`config.mk`:
```
export PLATFORM = sky130hd
export DESIGN_NAME = fifo_wr_sched
export DESIGN_NICKNAME = d
export VERILOG_FILES = /design/src/rtl/fifo_wr_sched_pkg.sv /design/src/rtl/fifo_wr_sched_rr_arb2.sv /design/src/rtl/fifo_wr_sched.sv
export SDC_FILE = /design/constraint.sdc
export NUM_CORES = 1
export LEC_CHECK = 0
export ABC_AREA = 0
export CAP_MARGIN = 20
export CORE_MARGIN = 1.5
export CORE_UTILIZATION = 49
export DETAILED_ROUTE_END_ITERATION = 8
export DONT_BUFFER_PORTS = 1
export HOLD_SLACK_MARGIN = 0.06
export PLACE_DENSITY_LB_ADDON = 0.3
export RECOVER_POWER = 100
export SLEW_MARGIN = 0
export SYNTH_ARGS = -nofsm -noshare
export SYNTH_HDL_FRONTEND = slang
export SYNTH_SLANG_ARGS = --single-unit
```
`constraint.sdc`:
```
create_clock -name CLK -period 1.83 [get_ports CLK]
set_input_delay 0.2745 -clock CLK [delete_from_list [all_inputs] [get_ports CLK]]
set_output_delay 0.2745 -clock CLK [all_outputs]
set_load 0.005 [all_outputs]
```
`src/rtl/fifo_wr_sched_pkg.sv`:
```
`default_nettype none
// ============================================================================
//  Module   : fifo_wr_sched_pkg
//  Purpose  : Shared types and constants for the FIFO write-side scheduler.
//             Scheduler states, requester identities and per-requester
//             message lengths in FIFO words.
//  Revision : 1.0  initial release
// ============================================================================
package fifo_wr_sched_pkg;

    typedef enum logic {
        IDLE = 1'b0,
        SEND = 1'b1
    } state_t;

    typedef enum logic {
        REQ_ALU = 1'b0,
        REQ_RF  = 1'b1
    } req_t;

    localparam int ALU_MSG_BYTES = 2;
    localparam int RF_MSG_BYTES  = 1;

endpackage
`default_nettype wire

```
`src/rtl/fifo_wr_sched_rr_arb2.sv`:
```
`default_nettype none
// ============================================================================
//  Module   : rr_arb2
//  Purpose  : Two-input round-robin arbiter. A lone request is granted
//             directly; on a tie the input that did not win last time wins.
//             The last-grant register advances only when i_update is high.
//  Ports    : clk       - clock
//             rst_n     - synchronous active-low reset
//             i_req     - request vector, bit 0 / bit 1
//             i_update  - a grant was consumed this cycle, remember it
//             o_grant   - one-hot grant (combinational)
//  Revision : 1.0  initial release
// ============================================================================
module rr_arb2 #(
    // Reset value of the last-grant register; 1 lets input 0 win the first tie.
    parameter logic RESET_LAST = 1'b1
) (
    input  logic       clk,
    input  logic       rst_n,
    input  logic [1:0] i_req,
    input  logic       i_update,
    output logic [1:0] o_grant
);

    // 0: input 0 was granted last, 1: input 1 was granted last
    logic r_last;

    always_comb begin
        o_grant = 2'b00;
        case (i_req)
            2'b01:   o_grant = 2'b01;
            2'b10:   o_grant = 2'b10;
            2'b11:   o_grant = r_last ? 2'b01 : 2'b10;
            default: o_grant = 2'b00;
        endcase
    end

    always_ff @(posedge clk) begin
        if (!rst_n) begin
            r_last <= RESET_LAST;
        end else if (i_update && (o_grant != 2'b00)) begin
            r_last <= o_grant[1];
        end
    end

endmodule
`default_nettype wire

```
`src/rtl/fifo_wr_sched.sv`:
```
`default_nettype none
// ============================================================================
//  Module   : fifo_wr_sched
//  Purpose  : Write-side scheduler for the asynchronous FIFO. Arbitrates the
//             ALU result path (2-word message) and the register-file read
//             path (1-word message) round-robin, latches the granted message
//             and serializes it LSB first into FIFO writes, never writing
//             while the FIFO is full.
//  Ports    : CLK         - write-domain clock
//             RST         - synchronous active-low reset
//             ALU_OUT     - ALU message, held while ALU_VLD
//             ALU_VLD     - ALU message valid
//             ALU_RDY     - ALU message accepted this cycle
//             RF_RD_DATA  - register-file message, held while RF_VLD
//             RF_VLD      - RF message valid
//             RF_RDY      - RF message accepted this cycle
//             FIFO_FULL   - FIFO full flag (write domain)
//             WR_DATA     - FIFO write data
//             WR_INC      - FIFO write strobe, one word per high cycle
//             BUSY        - a message is being serialized
//  Revision : 1.0  initial release
// ============================================================================
module fifo_wr_sched
    import fifo_wr_sched_pkg::*;
#(
    parameter int DATA_WIDTH = 8
) (
    input  logic                    CLK,
    input  logic                    RST,
    input  logic [2*DATA_WIDTH-1:0] ALU_OUT,
    input  logic                    ALU_VLD,
    output logic                    ALU_RDY,
    input  logic [DATA_WIDTH-1:0]   RF_RD_DATA,
    input  logic                    RF_VLD,
    output logic                    RF_RDY,
    input  logic                    FIFO_FULL,
    output logic [DATA_WIDTH-1:0]   WR_DATA,
    output logic                    WR_INC,
    output logic                    BUSY
);

    state_t                  r_state;
    state_t                  w_state_nxt;
    logic [2*DATA_WIDTH-1:0] r_buf;
    logic [1:0]              r_cnt;
    logic [1:0]              w_grant;
    logic                    w_accept;

    // Bit index of each requester in the arbiter matches its req_t encoding.
    rr_arb2 #(
        .RESET_LAST (REQ_RF)
    ) u_arb (
        .clk      (CLK),
        .rst_n    (RST),
        .i_req    ({RF_VLD, ALU_VLD}),
        .i_update (w_accept),
        .o_grant  (w_grant)
    );

    always_ff @(posedge CLK) begin
        if (!RST) begin
            r_state <= IDLE;
        end else begin
            r_state <= w_state_nxt;
        end
    end

    // Handshakes and the write strobe are masked while reset is held so
    // that nothing is accepted or written on an edge that resets the block.
    always_comb begin
        w_state_nxt = r_state;
        ALU_RDY     = 1'b0;
        RF_RDY      = 1'b0;
        WR_INC      = 1'b0;
        BUSY        = 1'b0;
        case (r_state)
            IDLE: begin
                ALU_RDY = RST & ALU_VLD & w_grant[REQ_ALU];
                RF_RDY  = RST & RF_VLD  & w_grant[REQ_RF];
                if (ALU_RDY || RF_RDY) begin
                    w_state_nxt = SEND;
                end
            end
            SEND: begin
                BUSY   = 1'b1;
                WR_INC = RST & ~FIFO_FULL;
                if (WR_INC && (r_cnt == 2'd1)) begin
                    w_state_nxt = IDLE;
                end
            end
            default: w_state_nxt = IDLE;
        endcase
    end

    assign w_accept = ALU_RDY | RF_RDY;
    assign WR_DATA  = r_buf[DATA_WIDTH-1:0];

    // Message buffer: loaded on acceptance, shifted right one word per write
    // so WR_DATA always presents the next unwritten word and is zero once
    // the message is exhausted.
    always_ff @(posedge CLK) begin
        if (!RST) begin
            r_buf <= '0;
            r_cnt <= 2'd0;
        end else if (ALU_RDY) begin
            r_buf <= ALU_OUT;
            r_cnt <= 2'(ALU_MSG_BYTES);
        end else if (RF_RDY) begin
            r_buf <= {{DATA_WIDTH{1'b0}}, RF_RD_DATA};
            r_cnt <= 2'(RF_MSG_BYTES);
        end else if (WR_INC) begin
            r_buf <= r_buf >> DATA_WIDTH;
            r_cnt <= r_cnt - 2'd1;
        end
    end

endmodule
`default_nettype wire

```
==> results.tsv, run 1 <==
stage	metric	value	unit
status	status	finished clean	
logic_synthesis	synth_area	1030	um2
cts	cts_tree	done	
setup_path	cp_data_required_time	1560	ps
pwr	switching_share	26.0	%
grt	first_global_vias	671	
pwr	leakage	0.325	nW
sta	fin_tns_setup	0	ps
cts	clock_path_buffers	2	
pwr	power.switching	0.000209	W
detailed_routing	drt_first_pass_iters	4	
logic_synthesis	yosys_warnings	0	
setup_path	crit_path_start_kind	flip-flop	
sta	final_hold_viol_count	0	
sta	fmaxAchievable	623	MHz
detailed_routing	wire_per_inst	16.6	um
cts	cts-root-buf	clkbuf_4	
grt	grt.total_usage	17.2	%
final_layout	drive_above_1_share	19.8	%
detailed_routing	via_per_inst	5.86	
pwr	ir_worst_vdd	0.585	mV
floorplan	fp.dieArea	2400	um2
final_layout	regArea	400	um2
pwr	power_density	835	nW/um2
logic_synthesis	syn_nets	136	
flow_run	maxCapViolations	0	
cts	cts_num_sinks	20	
final_layout	diodes	0	
grt	grt_first_pass_wirelength	3.18	mm
setup_path	crit_type	flip-flop to output pin	
pwr	p_comb_share	14.2	%
cts	clkTransAtPathRegs	100	ps
detailed_routing	ant_nets	0	
sta	rsz0062_at_grt	no	
grt	grt_max_degree	24	
final_layout	nNetsFinal	128	
setup_path	worstPathMaxFanout	19	
logic_synthesis	synth_edf_count	0	
pwr	power_frac_seq	61.0	%
logic_synthesis	ys_seq_area_share	38.7	%
setup_path	crit_path_end_kind	output pin	
floorplan	start_util	52.2	%
setup_path	reg2reg_slack	280	ps
floorplan	rows	16	
floorplan	die_height	49.0	um
logic_synthesis	avgSynthCellArea	9.76	um2
final_layout	area_delta_synth_final	-7.26	%
detailed_routing	vias	721	
detailed_routing	drtIter0Drc	8	
sta	tightest_slew	534	ps
cts	clock_latency	290	ps
placed_design	gp_congestion	0.725	
sta	fin_skew	5.17	ps
placed_design	dpl.cell_count	119	
setup_path	crit_arrival	1330	ps
final_layout	multi_input_area	480	um2
pwr	clock_power_share	24.8	%
floorplan	top_level_ports	41	
sta	finalCriticalPeriod	1600	ps
cts	cts_setup_buffers	0	
placed_design	dp_hpwl	1.45	mm
floorplan	dieWidth	49.0	um
detailed_routing	drc_errors	0	
final_layout	final_cells	123	
logic_synthesis	ys.flop_type	dfxtp_1	
sta	finalMaxSlewViolations	0	
logic_synthesis	synth_cell_types	28	
grt	grt-ovfl-total	0	
sta	post-route-period-util	87.6	%
min_path	hold_class	primary input to flip-flop	
grt	antenna_found_initial	0	
detailed_routing	routed_wl	2.04	mm
cts	htreeDepth	1	
sta	max-slew-margin-rel	64.2	%
sta	setup_viol	0	
logic_synthesis	async_reset_ff_share	0	%
placed_design	io_buffers	0	
pwr	p_int	0.000593	W
cts	cts_made_buffers	3	
logic_synthesis	synth_cells	106	
logic_synthesis	ys_ff_latch	20	
floorplan	core_region_area	1980	um2
final_layout	fill_cells	195	
## path summary, 6_finish.rpt
path | start | to | cells past startpoint
max | r_state | ALU_RDY | 2
min reg2reg | u_arb.r_last | u_arb.r_last | 2
max reg2reg | r_state | r_buf[11] | 5
min | RST | r_buf[12] | 1
## critical path, stage by stage (launching register included)
cell and delay, ps:
dfxtp_1 390, nor2b_1 180, and3_2 460
## area by class of cell
type,count,share of cell area [%]
clock buffers,3,2.35
inverters,2,0.782
multi-input cells,69,50.1
flip-flops and latches,20,41.7
well taps,27,3.52
repair buffers,2,1.56
## flip-flops by register name, indices dropped and copies added, names as in the netlist
name          cells
u_arb.r_last      1
r_cnt             2
r_state           1
r_buf            16
## cells in the final DEF (no fill, tap or decap), types with 2 or more instances in the layout
| cell | instances |
|---|---|
| inv_1 | 2 |
| and3_1 | 2 |
| nor2b_2 | 2 |
| nand2_1 | 2 |
| a21oi_2 | 11 |
| clkbuf_4 | 3 |
| nor2b_1 | 8 |
| a21oi_1 | 5 |
| a22oi_1 | 16 |
| dfxtp_1 | 20 |
| o21ai_1 | 9 |
## through the flow
step	power [W]	util, %	hold slack [ps]	worst slack [ps]	cell area [um2]
global placement	0.000616	48.7	366	168	965
CTS	0.000827	50.4	90.6	179	998
finish	0.000802	48.4	108	226	960
detailed placement	0.000621	48.7	378	95.3	965
global route	0.000847	48.4	84.9	122	960
floorplan	0.000634	-	449	558	1030
## logic make-up after synthesis
kind of cell | synth area share (%)
flip-flops | 38.7
AND/OR/NAND/NOR | 15.2
AO/OA/AOI/OAI | 32.5
adder cells (fa/ha/maj) | 1.21
XOR/XNOR | 0.847
buffers and inverters | 11.5
## synthesized netlist by cell type, drive strengths merged, types with 2 or more instances
cell | n | area, um2
nor2b | 10 | 70.1
buf | 14 | 108
nand2 | 2 | 7.51
inv | 2 | 7.51
o21ai | 10 | 50.0
a21oi | 16 | 140
dfxtp | 20 | 400
and3 | 3 | 18.8
a22oi | 16 | 130
## power groups by stage
stage / registers, W / clock network (W) / logic (W)
floorplan: 0.000491 / 0 / 0.000143
global placement: 0.000498 / 0 / 0.000118
CTS: 0.000490 / 0.000214 / 0.000123
detailed placement: 0.000500 / 0 / 0.000121
finish: 0.000489 / 0.000199 / 0.000114
global route: 0.000493 / 0.000227 / 0.000127
## per-layer routing
layer,GRT usage [%],part of all wire [%],up-vias
met2,28.5,48,26
met4,2.86,0.49,0
met5,0,0,-
met1,20.5,43,334
met3,8.28,8.5,2
li1,-,-,359
## timing repair
action | CTS | global route
hold endpoints to repair | 1 | 0
resized for setup | 1 | 0
endpoints found under the setup margin | 1 | 0
hold buffers | 1 | 0
Note: power is estimated with default switching activity, not from simulation.
==> inputs of run 2 (changes only) <==
TNS_END_PERCENT = 30   (was default)
==> results of run 2 <==
No change in the layout: final DEF, timing and power equal those of run 1.
==> inputs of run 3 (changes only) <==
REMOVE_ABC_BUFFERS = 1   (was default)
==> results.tsv, run 3 (synthesis results as in run 1) <==
stage	metric	value	unit	change
status	status	finished clean		
placed_design	pre_cts_ws	381	ps	+285 ps
grt	grt.total_usage	20.0	%	+2.8 points
pwr	ir_worst_vdd	0.684	mV	+17%
detailed_routing	vias	733		+1.7%
setup_path	crit_path_end_kind	output pin		
floorplan	fp.dieArea	2400	um2	unchanged
sta	post-route-period-util	90.1	%	+2.4 points
pwr	p_comb_share	12.1	%	-2.1 points
detailed_routing	routed_wl	2.10	mm	+2.9%
cts	cts-root-buf	clkbuf_4		
final_layout	top_regs	r_buf: 16 flops, r_cnt: 2 flops		
setup_path	slowest_delay	480	ps	+20 ps
cts	clock_latency	300	ps	about the same
grt	grt_first_pass_wirelength	3.66	mm	+15%
sta	finalMaxSlewViolations	0		unchanged
cts	clkTransAtPathRegs	110	ps	about the same
cts	clock_path_buffers	2		unchanged
cts	cts_num_sinks	20		unchanged
placed_design	io_buffers	0		unchanged
pwr	leakage	0.341	nW	+4.7%
floorplan	rows	16		unchanged
final_layout	final_common_cell	dfxtp_1		
grt	grt_max_degree	24		unchanged
floorplan	core_region_area	1980	um2	unchanged
pwr	clock_power_share	37.1	%	+12 points
detailed_routing	drt_first_pass_iters	4		unchanged
final_layout	diodes	0		unchanged
setup_path	crit_chain	nor2b_1, and3_1		
cts	cts_made_buffers	3		unchanged
placed_design	dp_hpwl	1.41	mm	-2.7%
floorplan	dieWidth	49.0	um	unchanged
final_layout	drive_above_1_share	22.7	%	+2.9 points
min_path	hold_class	primary input to flip-flop		
cts	holdBufCountCts	0		-1
floorplan	start_util	52.2	%	unchanged
final_layout	area_delta_synth_final	-3.87	%	
grt	antenna_found_initial	0		unchanged
final_layout	nNetsFinal	128		unchanged
detailed_routing	wire_per_inst	17.0	um	+2.1%
sta	tightest_slew	727	ps	+194 ps
sta	fin_tns_setup	0	ps	unchanged
setup_path	crit_type	flip-flop to output pin		
setup_path	worstPathMaxFanout	10		-9
final_layout	final_cells	124		+0.81%
pwr	switching_share	23.4	%	-2.7 points
pwr	power.switching	0.000225	W	+7.9%
detailed_routing	ant_nets	0		unchanged
sta	fin_skew	5.10	ps	-0.0654 ps
floorplan	die_height	49.0	um	unchanged
final_layout	stdcell_area	995	um2	+3.7%
sta	finalCriticalPeriod	1650	ps	+44.5 ps
detailed_routing	via_per_inst	5.91		+0.84%
pwr	p_int	0.000738	W	+25%
final_layout	largest-register	r_buf		
sta	setup_viol	0		unchanged
pwr	power_frac_seq	50.8	%	-10 points
sta	final_hold_viol_count	0		unchanged
grt	first_global_vias	777		+16%
cts	cts_resized	0		-1
grt	grt-ovfl-total	0		unchanged
detailed_routing	drtIter0Drc	21		+13
setup_path	cp_data_required_time	1560	ps	about the same
detailed_routing	drc_errors	0		unchanged
setup_path	crit_path_start_kind	flip-flop		
flow_run	maxCapViolations	0		unchanged
setup_path	slowest_stage	and3_1		
sta	max-slew-margin-rel	51.2	%	-13 points
pwr	power_density	969	nW/um2	+16%
placed_design	dpl.cell_count	120		+0.84%
cts	htreeDepth	1		unchanged
placed_design	placed_area	985	um2	+2.1%
sta	holdWs	66.6	ps	-41.8 ps
sta	rsz0062_at_grt	no		
sta	setup_ws	182	ps	-44.5 ps
floorplan	top_level_ports	41		unchanged
final_layout	fill_cells	194		-0.51%
cts	cts_setup_buffers	0		unchanged
final_layout	mostFrequentLayoutCells	20 x dfxtp_1, 15 x a22oi_1, 12 x a21oi_2		
setup_path	crit_arrival	1370	ps	+40 ps
setup_path	cp_top_family	simple AND/OR/NAND/NOR gates		
cts	cts_tree	done		
setup_path	critical_path_buf_inv_count	0		unchanged
placed_design	gp_congestion	0.730		+0.66%
final_layout	largest_reg_flops	16		unchanged
sta	fmaxAchievable	607	MHz	-2.7%
-- run 3: path summary, 6_finish.rpt --
check / end / depth (start not counted) / slack, ps / start
max reg2reg: r_buf[11] / 5 / 270 / r_state
min reg2reg: r_buf[9] / 2 / 540 / r_buf[9]
min: u_arb.r_last / 1 / 70 / RST
max: RF_RDY / 2 / 180 / r_state
-- run 3: cell type report --
class,instances,area (um2),area share [%]
flip-flops and latches,20,400,40.3
well taps,27,33.8,3.40
clock buffers,3,22.5,2.26
multi-input cells,69,488,49.1
repair buffers,2,12.5,1.26
clock inverters,1,30.0,3.02
inverters,2,7.51,0.755
-- run 3: stage by stage --
stage	power, W	util, %
after global placement	0.000625	49.7
final	0.000963	50.2
after floorplan	0.000596	-
after global routing	0.00101	50.2
after CTS	0.000989	52.3
after detailed placement	0.000629	49.7
-- run 3: power by group through the flow --
stage | combinational [W] | sequential, W | clock [W]
CTS | 0.000130 | 0.000491 | 0.000368
global route | 0.000133 | 0.000494 | 0.000386
detailed placement | 0.000129 | 0.000500 | 0
finish | 0.000116 | 0.000490 | 0.000357
floorplan | 0.000102 | 0.000494 | 0
global placement | 0.000126 | 0.000499 | 0
-- run 3: metal layers --
layer,wire (um),share of wire (%),vias to the layer above,track usage (%)
met2,987,47,34,32.9
li1,-,-,357,-
met1,895,43,337,23.8
met3,185,8.8,5,7.06
met5,0,0,-,0
met4,34,1.6,0,8.10
